<file path="src/rtl/io_slave_pkg.sv">
// Shared types and constants for the io_slave_if bus responder.
package io_slave_pkg;

    typedef enum logic [1:0] {
        IDLE,
        WAIT,
        ACK
    } state_e;

    localparam logic [31:0] TIMEOUT_DATA = 32'hDEADBEEF;

    typedef struct packed {
        logic        we;
        logic [3:0]  sel;
        logic [31:0] adr;
        logic [31:0] dat;
    } req_t;

endpackage

</file>
<file path="src/rtl/io_slave_decode.sv">
// Address-window decode: a live bus cycle aimed at this device's window with chip select asserted.
module io_slave_decode #(
    parameter logic [31:0] BASE = 32'hFD0A0000,
    parameter logic [31:0] MASK = 32'hFFFF0000
) (
    input  logic        cs_i,
    input  logic        cyc_i,
    input  logic        stb_i,
    input  logic [31:0] adr_i,
    output logic        hit_o
);

    assign hit_o = cyc_i & stb_i & cs_i & ((adr_i & MASK) == (BASE & MASK));

endmodule

</file>
<file path="src/rtl/io_slave_if.sv">
// Device-side responder turning bridge cyc/stb cycles into one-cycle register strobes.
// Define IOSLV_FAST_WR_EN to post writes (IDLE->ACK directly, retired later by reg_rdy_i).
module io_slave_if
    import io_slave_pkg::*;
#(
    parameter logic [31:0] BASE        = 32'hFD0A0000,
    parameter logic [31:0] MASK        = 32'hFFFF0000,
    parameter int          ABITS       = 6,
    parameter int          WAIT_STATES = 1,
    parameter int          TIMEOUT     = 64
) (
    input  logic             clk_i,
    input  logic             rst_i,
    input  logic             cs_i,
    input  logic             cyc_i,
    input  logic             stb_i,
    output logic             ack_o,
    output logic             stall_o,
    input  logic             we_i,
    input  logic [3:0]       sel_i,
    input  logic [31:0]      adr_i,
    input  logic [31:0]      dat_i,
    output logic [31:0]      dat_o,
    output logic             reg_rd_o,
    output logic             reg_wr_o,
    output logic [ABITS-1:0] reg_adr_o,
    output logic [3:0]       reg_sel_o,
    output logic [31:0]      reg_dat_o,
    input  logic [31:0]      reg_dat_i,
    input  logic             reg_rdy_i,
    output logic             err_o
);

    localparam int TW = $clog2(TIMEOUT + 1);

    state_e        state_q, state_d;
    req_t          req_q, req_d;
    logic [3:0]    wait_q, wait_d;
    logic [TW-1:0] tmo_q, tmo_d;
    logic [31:0]   rdata_q, rdata_d;
    logic          rdy_seen_q, rdy_seen_d;
    logic          ack_q, ack_d;
    logic          stall_q, stall_d;
    logic          rd_q, rd_d;
    logic          wr_q, wr_d;
    logic          err_q, err_d;
    logic          hit, accept, held;
    logic          bus_live, wait_done, tmo_done;

    io_slave_decode #(
        .BASE (BASE),
        .MASK (MASK)
    ) u_decode (
        .cs_i  (cs_i),
        .cyc_i (cyc_i),
        .stb_i (stb_i),
        .adr_i (adr_i),
        .hit_o (hit)
    );

`ifdef IOSLV_FAST_WR_EN
    // A posted write stays pending until the device reports completion; new cycles wait for it.
    logic pend_q, pend_d;

    assign accept = hit & ~(pend_q & ~reg_rdy_i);
    assign held   = hit & ~accept;
    assign pend_d = ((state_q == IDLE) & accept & we_i) | (pend_q & ~reg_rdy_i);

    always_ff @(posedge clk_i) begin
        if (rst_i) begin
            pend_q <= 1'b0;
        end else begin
            pend_q <= pend_d;
        end
    end
`else
    assign accept = hit;
    assign held   = 1'b0;
`endif

    assign bus_live  = cyc_i & stb_i;
    assign wait_done = (wait_q <= 4'd1);
    assign tmo_done  = (tmo_q <= TW'(1));

    always_comb begin
        state_d    = state_q;
        req_d      = req_q;
        wait_d     = wait_q;
        tmo_d      = tmo_q;
        rdata_d    = rdata_q;
        rdy_seen_d = rdy_seen_q;
        rd_d       = 1'b0;
        wr_d       = 1'b0;
        err_d      = err_q;

        case (state_q)
            IDLE: begin
                if (accept) begin
                    req_d      = '{we: we_i, sel: sel_i, adr: adr_i, dat: dat_i};
                    rd_d       = ~we_i;
                    wr_d       = we_i;
                    wait_d     = 4'(WAIT_STATES);
                    tmo_d      = TW'(TIMEOUT);
                    rdata_d    = '0;
                    rdy_seen_d = 1'b0;
                    err_d      = 1'b0;
                    state_d    = WAIT;
`ifdef IOSLV_FAST_WR_EN
                    if (we_i) begin
                        state_d = ACK;
                    end
`endif
                end
            end
            WAIT: begin
                if (!bus_live) begin
                    state_d = IDLE;
                end else begin
                    wait_d = (wait_q != 4'd0) ? wait_q - 4'd1 : 4'd0;
                    tmo_d  = tmo_q - TW'(1);
                    if (reg_rdy_i) begin
                        rdy_seen_d = 1'b1;
                        if (!req_q.we) begin
                            rdata_d = reg_dat_i;
                        end
                    end
                    // Completion wins over a timeout expiring in the same cycle.
                    if (wait_done && (reg_rdy_i || rdy_seen_q)) begin
                        state_d = ACK;
                    end else if (tmo_done) begin
                        state_d = ACK;
                        err_d   = 1'b1;
                        if (!req_q.we) begin
                            rdata_d = TIMEOUT_DATA;
                        end
                    end
                end
            end
            ACK: begin
                if (!stb_i) begin
                    state_d = IDLE;
                end
            end
            default: state_d = IDLE;
        endcase

        ack_d   = (state_d == ACK);
        stall_d = (state_d != IDLE) | held;
    end

    always_ff @(posedge clk_i) begin
        if (rst_i) begin
            state_q    <= IDLE;
            req_q      <= '0;
            wait_q     <= '0;
            tmo_q      <= '0;
            rdata_q    <= '0;
            rdy_seen_q <= 1'b0;
            ack_q      <= 1'b0;
            stall_q    <= 1'b0;
            rd_q       <= 1'b0;
            wr_q       <= 1'b0;
            err_q      <= 1'b0;
        end else begin
            state_q    <= state_d;
            req_q      <= req_d;
            wait_q     <= wait_d;
            tmo_q      <= tmo_d;
            rdata_q    <= rdata_d;
            rdy_seen_q <= rdy_seen_d;
            ack_q      <= ack_d;
            stall_q    <= stall_d;
            rd_q       <= rd_d;
            wr_q       <= wr_d;
            err_q      <= err_d;
        end
    end

    logic unused_adr_bits;
    assign unused_adr_bits = ^{req_q.adr[31:ABITS+2], req_q.adr[1:0]};

    assign ack_o     = ack_q;
    assign stall_o   = stall_q;
    assign reg_rd_o  = rd_q;
    assign reg_wr_o  = wr_q;
    assign reg_adr_o = req_q.adr[ABITS+1:2];
    assign reg_sel_o = req_q.sel;
    assign reg_dat_o = req_q.dat;
    assign err_o     = err_q;
    assign dat_o     = ack_q ? rdata_q : 32'd0;

endmodule

</file>
<file path="config.mk">
export PLATFORM = sky130hd
export DESIGN_NAME = io_slave_if
export DESIGN_NICKNAME = d
export VERILOG_FILES = /design/src/rtl/io_slave_pkg.sv /design/src/rtl/io_slave_decode.sv /design/src/rtl/io_slave_if.sv
export SDC_FILE = /design/constraint.sdc
export NUM_CORES = 1
export LEC_CHECK = 0
export CAP_MARGIN = 20
export CORE_ASPECT_RATIO = 1.4
export CORE_MARGIN = 1.5
export CORE_UTILIZATION = 40
export CTS_BUF_LIST = sky130_fd_sc_hd__clkbuf_4
export DETAILED_ROUTE_END_ITERATION = 10
export DONT_BUFFER_PORTS = 1
export PLACE_DENSITY = 0.6
export SYNTH_ARGS = -nofsm -noshare
export SYNTH_HDL_FRONTEND = slang
export SYNTH_HIERARCHICAL = 1
export SYNTH_SLANG_ARGS = --single-unit
</file>
<file path="constraint.sdc">
create_clock -name clk_i -period 2.5 [get_ports clk_i]
set_input_delay 0.5 -clock clk_i [delete_from_list [all_inputs] [get_ports clk_i]]
set_output_delay 0.5 -clock clk_i [all_outputs]
set_load 0.1 [all_outputs]
</file>
== Word level (Yosys, flattened, before mapping) ==
Cells that the tools add are included.

* Bits of input ports: 107
* Bits in registers: 96
* Logic and storage cells: 74
* Output and inout bits: 79

* Mux-type cells: 30
* Add/subtract/negate cells: 2
* Bitwise operators: 6
* Equality and inequality tests: 9
* Reduce and logical (&&, ||, !) cells: 11
* Magnitude comparators: 2

{| class="wikitable"
|+ Operators by type and width
! kind !! count
|-
| $mux 32 || 8
|-
| $pmux 32 s2 || 1
|-
| $eq 16x16->1 const B || 1
|-
| $mux 7 || 2
|-
| $pmux 7 s2 || 1
|-
| $mux 4 || 3
|-
| $mux 2 || 5
|-
| $ne 2x2->1 const B || 5
|-
| $pmux 4 s2 || 1
|-
| $le 7x1->1 const B || 1
|-
| $sub 7x1->7 const B || 1
|-
| $mux 1 || 6
|-
| $pmux 2 s3 || 1
|-
| $reduce_and 5->1 || 1
|-
| $eq 2x2->1 const B || 2
|-
| $le 4x1->1 const B || 1
|-
| $pmux 1 s2 || 2
|-
| $reduce_and 4->1 || 1
|-
| $reduce_bool 2->1 || 2
|-
| $reduce_bool 4->1 || 1
|-
| $sub 4x1->4 const B || 1
|-
| $and 1x1->1 || 3
|-
| $not 1->1 || 3
|-
| $reduce_and 3->1 || 1
|-
| 6 further kinds || 6
|}

== Longest topological paths before layout ==
* Word-level depth: 7
* Depth in mapped cells: 9
* Gate-level depth less buffers: 7

== Modules after synthesis ==
Netlist, hierarchy kept.

{| class="wikitable"
|+ By module, submodules not included
! module !! cells an instance !! seq. area each (um^2) !! instances !! area each (um^2)
|-
| io_slave_if || 437 || 1,881.8 || 1 || 3,898.7
|-
| io_slave_decode || 7 || 0.0 || 1 || 53.8
|}

== Least setup slack after synthesis ==
No wires, ideal clock.

* Path type: input-to-reg
* Start: input port adr_i[20]
* End: register tmo_q[3]
* Stages: 7
* Path buffers: 1
* Setup time: 0.119 ns
* Required time: 2.381 ns
* Data arrival time: 2.520 ns
* Setup slack: -0.139 ns
* Cell sequence: or4b_1 -> nor4_2 -> or3b_2 -> buf_2 -> a2111oi_0 -> xnor2_1 -> nor2_1

* Longest elaborated chain between the ends: 4

{| class="wikitable"
|+ RTL lines
! item !! line !! source
|-
| from (decl) || io_slave_if.sv:21 || <nowiki>input logic [31:0] adr_i,</nowiki>
|-
| $eq 16x16->1 || io_slave_decode.sv:13 || <nowiki>assign hit_o = cyc_i & stb_i & cs_i & ((adr_i & MASK) == (BASE & MASK));</nowiki>
|-
| $and 1x1->1 || io_slave_decode.sv:13 ||
|-
| net accept || io_slave_if.sv:47 || <nowiki>logic hit, accept, held;</nowiki>
|-
| $ne 2x2->1 (no source line) || n/a ||
|-
| $reduce_and 3->1 (no source line) || n/a ||
|-
| to (signal assigned) || io_slave_if.sv:168 || <nowiki>tmo_q <= tmo_d;</nowiki>
|-
| to (decl) || io_slave_if.sv:39 || <nowiki>logic [TW-1:0] tmo_q, tmo_d;</nowiki>
|}

The timed path passes the listed nets, and every way through them passes these cells.
A chain may end at the register's enable or synchronous reset.

== Worst setup path after layout ==
Ends and elaborated chain as after synthesis.

==> results_dict.tcl <==
set metrics [dict create \
    status "finished, final reports clean" \
    path_clk_slew_ps 140 \
    core_region_area_sq_um 9512 \
    globalRouteTotalUtil 0.1641 \
    worstPathArrival_ps 2490 \
    layout_cell_area_excl_fill_sq_um 4353 \
    std_cell_rows 42 \
    dominantRegCellSynth "sky130_fd_sc_hd__dfxtp_1" \
    fillers 914 \
    grt_pass1_vias 2844 \
    synth_top_area_share 0.4761 \
    yosys_register_bits 94 \
    wire_per_inst_um 14.69 \
    via_per_inst 5.100 \
    drt_pre_antenna_iters 4 \
    routed_wirelength_mm 8.550 \
    grt_pass1_wl_mm 13.52 \
    startpoint_type "input pin" \
    cts.htree.levels 3 \
    period_share 0.8610 \
    post_synth_instance_area_sq_um 3953 \
    synth-edff-count 0 \
    area.growth.synth_to_final_pct 10.13 \
    via_count 2968 \
    post-cts-setup-buffer-count 0 \
    crit_path_max_fanout 6 \
    grt_start_max_net_pins 61 \
    tritoncts.num_buffers 9 \
    worstHoldPathType "input pin to flop" \
    hpwl_mm 6.049 \
    drv_slew 0 \
    setup_repair_after_global_routing_missed_its_margin "no" \
    root_buffer "sky130_fd_sc_hd__clkbuf_4" \
    antenna_violations_before_repair 0 \
    number_of_remaining_drc_errors 0 \
    synthesized_netlist_net_count 553 \
    timing.setup.critical_path_class "input pin to flop" \
    fin_worst_hold_slack_ps 117.7 \
    cp.required_ps 2830 \
    floorplan.die.height_um 120.6 \
    insertion_delay_ps 430 \
    worst-slew-pin-transition_ps 514.1 \
    vdd_ir_drop_max_uv 341.5 \
    first_iter_violations 133 \
    synth_cell_types 49 \
    gp_congestion 0.7574 \
    timing.final.setup_violations 0 \
    finalHoldViolations 0 \
    kind_of_end_point_of_the_critical_path "flop" \
    synth-async-reset-ratio 0 \
    syn_area_per_cell_sq_um 8.902 \
    synth.largest_area_cell "sky130_fd_sc_hd__dfxtp_1" \
    post_cts_hold_buffer_count 0 \
    synth.top_cells.by_area "sky130_fd_sc_hd__dfxtp_1, sky130_fd_sc_hd__nand2_1, sky130_fd_sc_hd__buf_4" \
    drive_gt1_frac 0.2689 \
    port_buffers 0 \
    synthCells 444 \
    final_nets 554 \
    clock-skew-final_ps 14.91 \
    tritoncts "done" \
    n_antenna_cell 0 \
    chipWidth_um 87.01 \
    worst_path_largest_cell_delay_ps 600 \
    critical_path.cell_chain "or4b_1 > nor4_2 > or3b_2 > a2111oi_2 > xnor2_1 > nor2_1" \
    relative_max_transition_margin 0.6586 \
    ys_warn_count 6 \
    area_enclosed_by_the_die_boundary_sq_um 10490 \
    max_clock_freq_ghz 0.4646 \
    p_leak_uw 0.001679 \
    finalPower_uw 2340 \
    power_density_nw_per_um2 537.5 \
    clock_tree.buffer_depth 2 \
    grt-ovfl-total 0 \
    synth_sequential_area_ratio 0.4761 \
    cts_num_sinks 94 \
    fin_crit_ps 2153 \
    drt.antenna.violating_nets 0 \
    worst_path_max_delay_cell "sky130_fd_sc_hd__or3b_2" \
    ioPinCount 186 \
    max_cap_viol_count 0 \
    cts_resizes 0 \
    initial_core_util 0.4155 \
    placed_cell_area_sq_um 4215 \
]
==> through the flow <==
step | TNS, ps | util | worst slack, ps | instances
floorplan | -32.68 | - | -25.28 | 444
global route | 0 | 0.4576 | 228.1 | 582
global placement | -1451 | 0.4432 | -133.1 | 566
detailed placement | -1723 | 0.4432 | -122.9 | 566
CTS | 0 | 0.4576 | 316.1 | 582
finish | 0 | 0.4576 | 347.4 | 582
==> final cells by class <==
cell class,count,area (sq um),share of cell area
Clock buffer,10,75.07,0.01725
Multi-Input combinational cell,276,1685,0.3872
Clock inverter,6,62.56,0.01437
Sequential cell,94,1883,0.4326
Tap cell,132,165.2,0.03794
Inverter,3,11.26,0.002587
Timing Repair Buffer,61,470.5,0.1081
==> registers in the layout, summed over array words and instances, names as in the netlist, 2 cells and up <==
signal,cells
reg_adr_o,6
reg_sel_o,4
wait_q,4
tmo_q,7
rdata_q,32
reg_dat_o,32
state_q,2
==> layout by cell type, fill, tap and decap left out, types with 2 or more instances in the layout <==
| cell | n |
|---|---|
| sky130_fd_sc_hd__a21oi_1 | 51 |
| sky130_fd_sc_hd__a221o_1 | 24 |
| sky130_fd_sc_hd__a22o_1 | 8 |
| sky130_fd_sc_hd__a31o_2 | 2 |
| sky130_fd_sc_hd__and2_1 | 2 |
| sky130_fd_sc_hd__and2_2 | 30 |
| sky130_fd_sc_hd__buf_4 | 60 |
| sky130_fd_sc_hd__clkbuf_4 | 10 |
| sky130_fd_sc_hd__clkinvlp_4 | 2 |
| sky130_fd_sc_hd__dfxtp_1 | 93 |
| sky130_fd_sc_hd__ha_1 | 2 |
| sky130_fd_sc_hd__inv_1 | 3 |
| sky130_fd_sc_hd__nand2_1 | 91 |
| sky130_fd_sc_hd__nand4_1 | 2 |
| sky130_fd_sc_hd__nor2_1 | 17 |
| sky130_fd_sc_hd__nor3_1 | 5 |
| sky130_fd_sc_hd__o21a_1 | 2 |
| sky130_fd_sc_hd__or2_2 | 2 |
| sky130_fd_sc_hd__or3_1 | 2 |
| sky130_fd_sc_hd__xnor2_1 | 4 |
==> routing by layer <==
metal | global-route usage | vias up | wire, um
met5 | 0 | - | 0
met1 | 0.1819 | 1351 | 3524
met3 | 0.05324 | 11 | 797
li1 | - | 1484 | -
met2 | 0.2844 | 122 | 4105
met4 | 0.06653 | 0 | 122
==> critical path: cells and delay by family <==
kind | cells | cell delay (ps)
AOI/OAI and AO/OA | 1 | 360
xor gates and xnor gates | 1 | 160
and+or+nand+nor | 4 | 1480
==> path summary, 6_finish.rpt <==
| check | from | endpoint | slack [ps] | cells after the start |
|---|---|---|---|---|
| min reg2reg | reg_dat_o[9] | reg_dat_o[9] | 460 | 2 |
| min | rst_i | wait_q[2] | 120 | 1 |
| max reg2reg | tmo_q[2] | rdata_q[7] | 470 | 5 |
| max | adr_i[20] | tmo_q[3] | 350 | 6 |
==> kinds of logic after synthesis <==
kind of cell / count (synthesis) / synth area share
flops: 94 / 0.4761
fa+ha+maj: 2 / 0.006330
simple gates: 168 / 0.2064
buf+inv: 74 / 0.1155
compound gates: 101 / 0.1846
xor+xnor: 5 / 0.01108
==> Yosys cell counts, types with 3 or more instances <==
master                     number
sky130_fd_sc_hd__and2_1        32
sky130_fd_sc_hd__nor2_1        17
sky130_fd_sc_hd__xnor2_1        4
sky130_fd_sc_hd__a22o_1         8
sky130_fd_sc_hd__inv_1          3
sky130_fd_sc_hd__clkbuf_1      24
sky130_fd_sc_hd__nor3_1         5
sky130_fd_sc_hd__dfxtp_1       94
sky130_fd_sc_hd__nand2_1       91
sky130_fd_sc_hd__a221o_1       24
sky130_fd_sc_hd__buf_4         43
sky130_fd_sc_hd__a21oi_1       51
==> report_power, final <==
part           internal (uW)  switching, uW  total, uW
Clock                    313            500        814
Sequential              1500        0.00125       1500
Combinational           13.9           14.1       28.0
Total                   1830            514       2340
Note: power is estimated with default switching activity, not from simulation.
